File: src/rtl/mem_access_stage.sv
`default_nettype none
//==============================================================================
// Module      : mem_access_stage
// Description : Memory-access stage: LOAD/STORE via DMEM req/ack, ALU results
//               passed to writeback. Optional macro: DMEM_TIMEOUT_EN.
// Revision    : 1.0 - initial release
//==============================================================================

package simple_processor_pkg;
    localparam int ADDR_WIDTH = 16;
    localparam int DATA_WIDTH = 32;

    typedef enum logic [3:0] {
        FUNC_ADD   = 4'd0,
        FUNC_SUB   = 4'd1,
        FUNC_AND   = 4'd2,
        FUNC_OR    = 4'd3,
        FUNC_XOR   = 4'd4,
        FUNC_SLL   = 4'd5,
        FUNC_SRL   = 4'd6,
        FUNC_SLT   = 4'd7,
        FUNC_LOAD  = 4'd8,
        FUNC_STORE = 4'd9
    } func_t;
endpackage

module mem_access_stage
    import simple_processor_pkg::*;
#(
    parameter int MEM_ADDR_WIDTH = simple_processor_pkg::ADDR_WIDTH,
    parameter int MEM_DATA_WIDTH = simple_processor_pkg::DATA_WIDTH,
    parameter int RD_ADDR_WIDTH  = 5,
    parameter int TIMEOUT_CYCLES = 16
) (
    input  logic                      clk_i,
    input  logic                      arst_ni,
    input  logic                      valid_i,
    output logic                      ready_o,
    input  func_t                     func_i,
    input  logic [DATA_WIDTH-1:0]     addr_i,
    input  logic [DATA_WIDTH-1:0]     wdata_i,
    input  logic [DATA_WIDTH-1:0]     alu_result_i,
    input  logic [RD_ADDR_WIDTH-1:0]  rd_addr_i,
    output logic                      dmem_req_o,
    output logic [MEM_ADDR_WIDTH-1:0] dmem_addr_o,
    output logic                      dmem_we_o,
    output logic [MEM_DATA_WIDTH-1:0] dmem_wdata_o,
    input  logic [MEM_DATA_WIDTH-1:0] dmem_rdata_i,
    input  logic                      dmem_ack_i,
    output logic                      wb_valid_o,
    output logic                      wb_en_o,
    output logic [RD_ADDR_WIDTH-1:0]  wb_rd_addr_o,
    output logic [DATA_WIDTH-1:0]     wb_data_o,
    output logic                      dmem_err_o
);

    // S_ALU is a one-cycle alignment slot so ALU results retire two cycles
    // after the handshake, matching a memory op acked in its first MEM cycle.
    typedef enum logic [1:0] {
        S_IDLE = 2'd0,
        S_ALU  = 2'd1,
        S_MEM  = 2'd2,
        S_WB   = 2'd3
    } state_t;

    state_t                    state_q,   state_d;
    func_t                     func_q,    func_d;
    logic [MEM_ADDR_WIDTH-1:0] addr_q,    addr_d;
    logic [MEM_DATA_WIDTH-1:0] wdata_q,   wdata_d;
    logic [RD_ADDR_WIDTH-1:0]  rd_q,      rd_d;
    logic                      wb_en_q,   wb_en_d;
    logic [DATA_WIDTH-1:0]     wb_data_q, wb_data_d;

    logic [MEM_DATA_WIDTH-1:0] w_wdata_mem;
    logic [DATA_WIDTH-1:0]     w_rdata_core;
    logic                      w_in_mem;
    logic                      w_in_wb;
    logic                      w_is_store;

    function automatic logic func_is_alu(input func_t f);
        case (f)
            FUNC_ADD, FUNC_SUB, FUNC_AND, FUNC_OR,
            FUNC_XOR, FUNC_SLL, FUNC_SRL, FUNC_SLT: return 1'b1;
            default:                                return 1'b0;
        endcase
    endfunction

    generate
        if (MEM_ADDR_WIDTH < DATA_WIDTH) begin : g_addr_trunc
            logic unused_addr_hi;
            assign unused_addr_hi = ^addr_i[DATA_WIDTH-1:MEM_ADDR_WIDTH];
        end

        if (MEM_DATA_WIDTH == DATA_WIDTH) begin : g_data_same
            assign w_wdata_mem  = wdata_i;
            assign w_rdata_core = dmem_rdata_i;
        end else if (MEM_DATA_WIDTH < DATA_WIDTH) begin : g_data_narrow
            logic unused_wdata_hi;
            assign unused_wdata_hi = ^wdata_i[DATA_WIDTH-1:MEM_DATA_WIDTH];
            assign w_wdata_mem     = wdata_i[MEM_DATA_WIDTH-1:0];
            assign w_rdata_core    = {{(DATA_WIDTH-MEM_DATA_WIDTH){1'b0}}, dmem_rdata_i};
        end else begin : g_data_wide
            logic unused_rdata_hi;
            assign unused_rdata_hi = ^dmem_rdata_i[MEM_DATA_WIDTH-1:DATA_WIDTH];
            assign w_wdata_mem     = {{(MEM_DATA_WIDTH-DATA_WIDTH){1'b0}}, wdata_i};
            assign w_rdata_core    = dmem_rdata_i[DATA_WIDTH-1:0];
        end
    endgenerate

`ifdef DMEM_TIMEOUT_EN
    localparam logic [7:0] c_TMO_LAST = 8'(TIMEOUT_CYCLES - 1);

    logic [7:0] tmo_cnt_q, tmo_cnt_d;
    logic       err_q,     err_d;
`else
    logic unused_tmo_cfg;
    assign unused_tmo_cfg = ^TIMEOUT_CYCLES;
`endif

    always_comb begin
        state_d   = state_q;
        func_d    = func_q;
        addr_d    = addr_q;
        wdata_d   = wdata_q;
        rd_d      = rd_q;
        wb_en_d   = wb_en_q;
        wb_data_d = wb_data_q;
`ifdef DMEM_TIMEOUT_EN
        tmo_cnt_d = tmo_cnt_q;
        err_d     = err_q;
`endif

        case (state_q)
            S_IDLE: begin
                if (valid_i) begin
                    func_d  = func_i;
                    addr_d  = addr_i[MEM_ADDR_WIDTH-1:0];
                    wdata_d = w_wdata_mem;
                    rd_d    = rd_addr_i;
`ifdef DMEM_TIMEOUT_EN
                    tmo_cnt_d = 8'd0;
                    err_d     = 1'b0;
`endif
                    if (func_i == FUNC_LOAD || func_i == FUNC_STORE) begin
                        state_d   = S_MEM;
                        wb_en_d   = (func_i == FUNC_LOAD);
                        wb_data_d = '0;
                    end else begin
                        state_d   = S_ALU;
                        wb_en_d   = func_is_alu(func_i);
                        wb_data_d = alu_result_i;
                    end
                end
            end

            S_ALU: state_d = S_WB;

            S_MEM: begin
                // An ack in the final counted cycle beats the timeout.
                if (dmem_ack_i) begin
                    state_d = S_WB;
                    if (func_q == FUNC_LOAD) begin
                        wb_data_d = w_rdata_core;
                    end
                end
`ifdef DMEM_TIMEOUT_EN
                else if (tmo_cnt_q == c_TMO_LAST) begin
                    state_d = S_WB;
                    wb_en_d = 1'b0;
                    err_d   = 1'b1;
                end else begin
                    tmo_cnt_d = tmo_cnt_q + 8'd1;
                end
`endif
            end

            S_WB:    state_d = S_IDLE;
            default: state_d = S_IDLE;
        endcase
    end

    always_ff @(posedge clk_i or negedge arst_ni) begin
        if (!arst_ni) begin
            state_q   <= S_IDLE;
            func_q    <= FUNC_ADD;
            addr_q    <= '0;
            wdata_q   <= '0;
            rd_q      <= '0;
            wb_en_q   <= 1'b0;
            wb_data_q <= '0;
        end else begin
            state_q   <= state_d;
            func_q    <= func_d;
            addr_q    <= addr_d;
            wdata_q   <= wdata_d;
            rd_q      <= rd_d;
            wb_en_q   <= wb_en_d;
            wb_data_q <= wb_data_d;
        end
    end

`ifdef DMEM_TIMEOUT_EN
    always_ff @(posedge clk_i or negedge arst_ni) begin
        if (!arst_ni) begin
            tmo_cnt_q <= 8'd0;
            err_q     <= 1'b0;
        end else begin
            tmo_cnt_q <= tmo_cnt_d;
            err_q     <= err_d;
        end
    end
`endif

    // Outputs decode from the state register only, so reset clears them at once.
    assign w_in_mem   = (state_q == S_MEM);
    assign w_in_wb    = (state_q == S_WB);
    assign w_is_store = (func_q == FUNC_STORE);

    assign ready_o      = (state_q == S_IDLE);
    assign dmem_req_o   = w_in_mem;
    assign dmem_addr_o  = w_in_mem ? addr_q : '0;
    assign dmem_we_o    = w_in_mem & w_is_store;
    assign dmem_wdata_o = (w_in_mem & w_is_store) ? wdata_q : '0;

    assign wb_valid_o   = w_in_wb;
    assign wb_en_o      = w_in_wb & wb_en_q;
    assign wb_rd_addr_o = w_in_wb ? rd_q : '0;
    assign wb_data_o    = w_in_wb ? wb_data_q : '0;

`ifdef DMEM_TIMEOUT_EN
    assign dmem_err_o = w_in_wb & err_q;
`else
    assign dmem_err_o = 1'b0;
`endif

endmodule

`default_nettype wire
File: config.mk
export PLATFORM = sky130hd
export DESIGN_NAME = mem_access_stage
export DESIGN_NICKNAME = d
export VERILOG_FILES = /design/src/rtl/mem_access_stage.sv
export SDC_FILE = /design/constraint.sdc
export NUM_CORES = 1
export LEC_CHECK = 0
export CORE_MARGIN = 10
export CORE_UTILIZATION = 44
export DETAILED_ROUTE_END_ITERATION = 8
export PLACE_DENSITY = 0.95
export SYNTH_ARGS = -nofsm -noshare
export SYNTH_HDL_FRONTEND = slang
export SYNTH_SLANG_ARGS = --single-unit
export TNS_END_PERCENT = 5
File: constraint.sdc
create_clock -name clk_i -period 3.65 [get_ports clk_i]
set_input_delay 0.73 -clock clk_i [delete_from_list [all_inputs] [get_ports clk_i]]
set_output_delay 0.73 -clock clk_i [all_outputs]
set_load 0.05 [all_outputs]
==> metrics <==
Leakage 0.00302 uW; worst path bufs/invs 2; Tcrit/Tclk final approximately 96%; full die area ~15000 um^2; delay-heaviest family, CP buffers and inverters; cts repair resizes 0; RSZ-0062 raised after global routing false; CTS Buf Count 9; initial antenna violation count 0; Fin Clk Skew 8.70 ps; first-pass GRT wire length approximately 21000 um; # diodes 0; gr usage total 17.9%; Die Y 123 um; DP Worst Slack between 500 and 600 ps; cts hold-fix bufs 0; GP Congestion ~0.9; endpoints failing hold 0; HP Class flip-flop to flip-flop; CTS tree done; CTS H-tree depth 3; Rel. slew slack between 20% and 30%; initial core utilization a little under half; crit path time final ~3500 ps; layout cells sized above 1 between 10% and 20%; NumNets Final around 760; Critical Path RT approximately 2900 ps; initial drt markers 128; Detailed Route WL roughly 14000 um; setup repair bufs after CTS 0; final worst slack between 150 and 200 ps; drc violations 0; status finished, final reports clean; clk buf depth 2; PD cells 753 nW/um^2; largest net degree at the start of global routing 93; CP startpoint kind flip-flop; total power between 5000 and 6000 uW; Setup TNS Final 0 ps; Port Buffer Count ~210; Slew Limit Fails 0; WS Path Type flip-flop to output pin; iteration count of the initial detailed-routing pass 4; Max-Cap Viols 0; vias in the first global route 4144; Synth cell types 25; Avg Synthesized Cell Area approximately 11 um^2; CTS Sinks 92; detailed placement HPWL ~11000 um; Clock Tree Root clkbuf_8; worst slew pin tran approximately 1100 ps; #FFs+latches synth slightly above 90; slowest stage delay, CP between 800 and 900 ps; via count approximately 3700; fmax between 200 and 300 MHz; Post-Syn Nets around 560; Setup violations, final 0; Avg WL per Cell 18.4 um; # IOs 232; top cell type's share of synthesized area approximately 50%; YS warnings 0; Die X roughly 120 um; worst skew pair latency 360 ps; vias per inst 4.92; Worst-path clk slew ~90 ps; area leader, netlist dfrtp_1; Arrival @ worst endpoint between 2000 and 3000 ps; VDD IR max between 0.0004 and 0.0005 V; Gate Count Post-Synth approximately 420; CP max stage cell clkdlybuf4s50_1; crit-path cells inv_1, ha_2, and4bb_2, and3_1, clkdlybuf4s50_1; row cnt 37; Area Growth Syn to Fin 52.3%; Post-Syn Area ~4700 um^2; Synth area leaders dfrtp_1 (49%), mux2_2 (21%), and2_1 (7.4%); Core Footprint roughly 10000 um^2; antenna viol nets, final 0; critical path peak fanout 33; Seq/Total Area, Yosys about half; gr ovfl total 0; Crit. End Element output pin
==> cell usage in the layout (no fill, tap or decap), drive strengths merged, types with 2 or more instances in the layout <==
| cell | synthesis | layout |
|---|---|---|
| a21oi | 2 | 2 |
| and2 | 55 | 55 |
| and3 | 32 | 32 |
| buf | 11 | 6 |
| bufinv | 0 | 2 |
| clkbuf | 21 | 10 |
| clkdlybuf4s50 | 0 | 213 |
| dfrtp | 92 | 92 |
| ha | 3 | 3 |
| inv | 3 | 6 |
| mux2 | 90 | 90 |
| mux2i | 2 | 2 |
| nand2 | 34 | 34 |
| nand2b | 33 | 33 |
| o21ai | 33 | 33 |
==> stage by stage <==
stage / cell area (um^2) / util, % / hold slack (ps) / instances
2_1_floorplan: 4660 / - / 434 / 419
3_5_place_dp: 6880 / 66.7 / 472 / 742
5_1_grt: 7100 / 68.8 / 508 / 758
6_report: 7100 / 68.8 / 486 / 758
4_1_cts: 7100 / 68.8 / 492 / 758
3_3_place_gp: 6880 / 66.7 / 461 / 742
==> synthesized netlist by cell type <==
library cell  instances
nand2_1              34
dfrtp_1              92
nand4bb_1             1
buf_2                 3
nand2b_1             33
o31a_1                1
o21ai_0              33
ha_1                  3
and2_1               55
nor2_1                1
nor2b_1               1
buf_1                 4
and3_1               32
conb_1                1
nor3b_2               1
o32ai_2               1
mux2_2               88
a21oi_1               2
mux2_1                2
buf_4                 1
and4bb_2              1
clkbuf_1             21
inv_1                 3
buf_6                 3
mux2i_1               2
==> registers in the layout (all words and copies together) (netlist names) <==
| signal | cells |
|---|---|
| wdata_q | 32 |
| addr_q | 16 |
| rd_q | 5 |
| wb_en_q | 1 |
| state_q | 2 |
| func_q | 4 |
| wb_data_q | 32 |
==> path summary, 6_finish.rpt <==
check / start / end / slack (ps) / cells after the start
worst min register to register: wb_data_q[17] / wb_data_q[17] / 490 / 1
max in group asynchronous: arst_ni / wdata_q[24] / 2350 / 1
worst max register to register: state_q[0] / wb_data_q[13] / 910 / 7
worst min-delay path: wb_data_q[17] / wb_data_q[17] / 490 / 1
worst max-delay path: state_q[0] / dmem_wdata_o[12] / 160 / 5
min in group asynchronous: arst_ni / wb_data_q[3] / 590 / 1
==> layout make-up <==
class	count	area (um^2)
flip-flops and latches	92	2300
multi-input cells	292	2220
clock buffers	10	128
repair buffers	219	2180
fillers	761	3220
inverters	3	11.3
well taps	136	170
clock inverters	6	93.8
==> cells by family after synthesis <==
| family | count (synthesis) | share of synthesized area [%] |
|---|---|---|
| AO/OA/AOI/OAI | 37 | 4.29 |
| adder cells (fa/ha/maj) | 3 | 0.805 |
| buffers and inverters | 35 | 3.46 |
| flip-flops | 92 | 49.4 |
| multiplexers | 92 | 22.2 |
| other | 1 | 0.0804 |
| AND/OR/NAND/NOR | 159 | 19.8 |
==> routing by layer <==
metal / vias to the layer above / global-route usage, % / part of all wire [%]
met5: - / 0 / 0
met4: 0 / 3.83 / 0.85
met3: 11 / 8.93 / 12
met2: 144 / 31.0 / 49
met1: 1775 / 19.3 / 38
li1: 1800 / - / -
==> power breakdown <==
group	switching, uW	internal, uW	leakage [uW]
Combinational	1530	1240	0.00181
Clock	373	394	0.000108
Sequential	277	1530	0.00110
Total	2180	3170	0.00302
(Power assumes the default switching activity.)
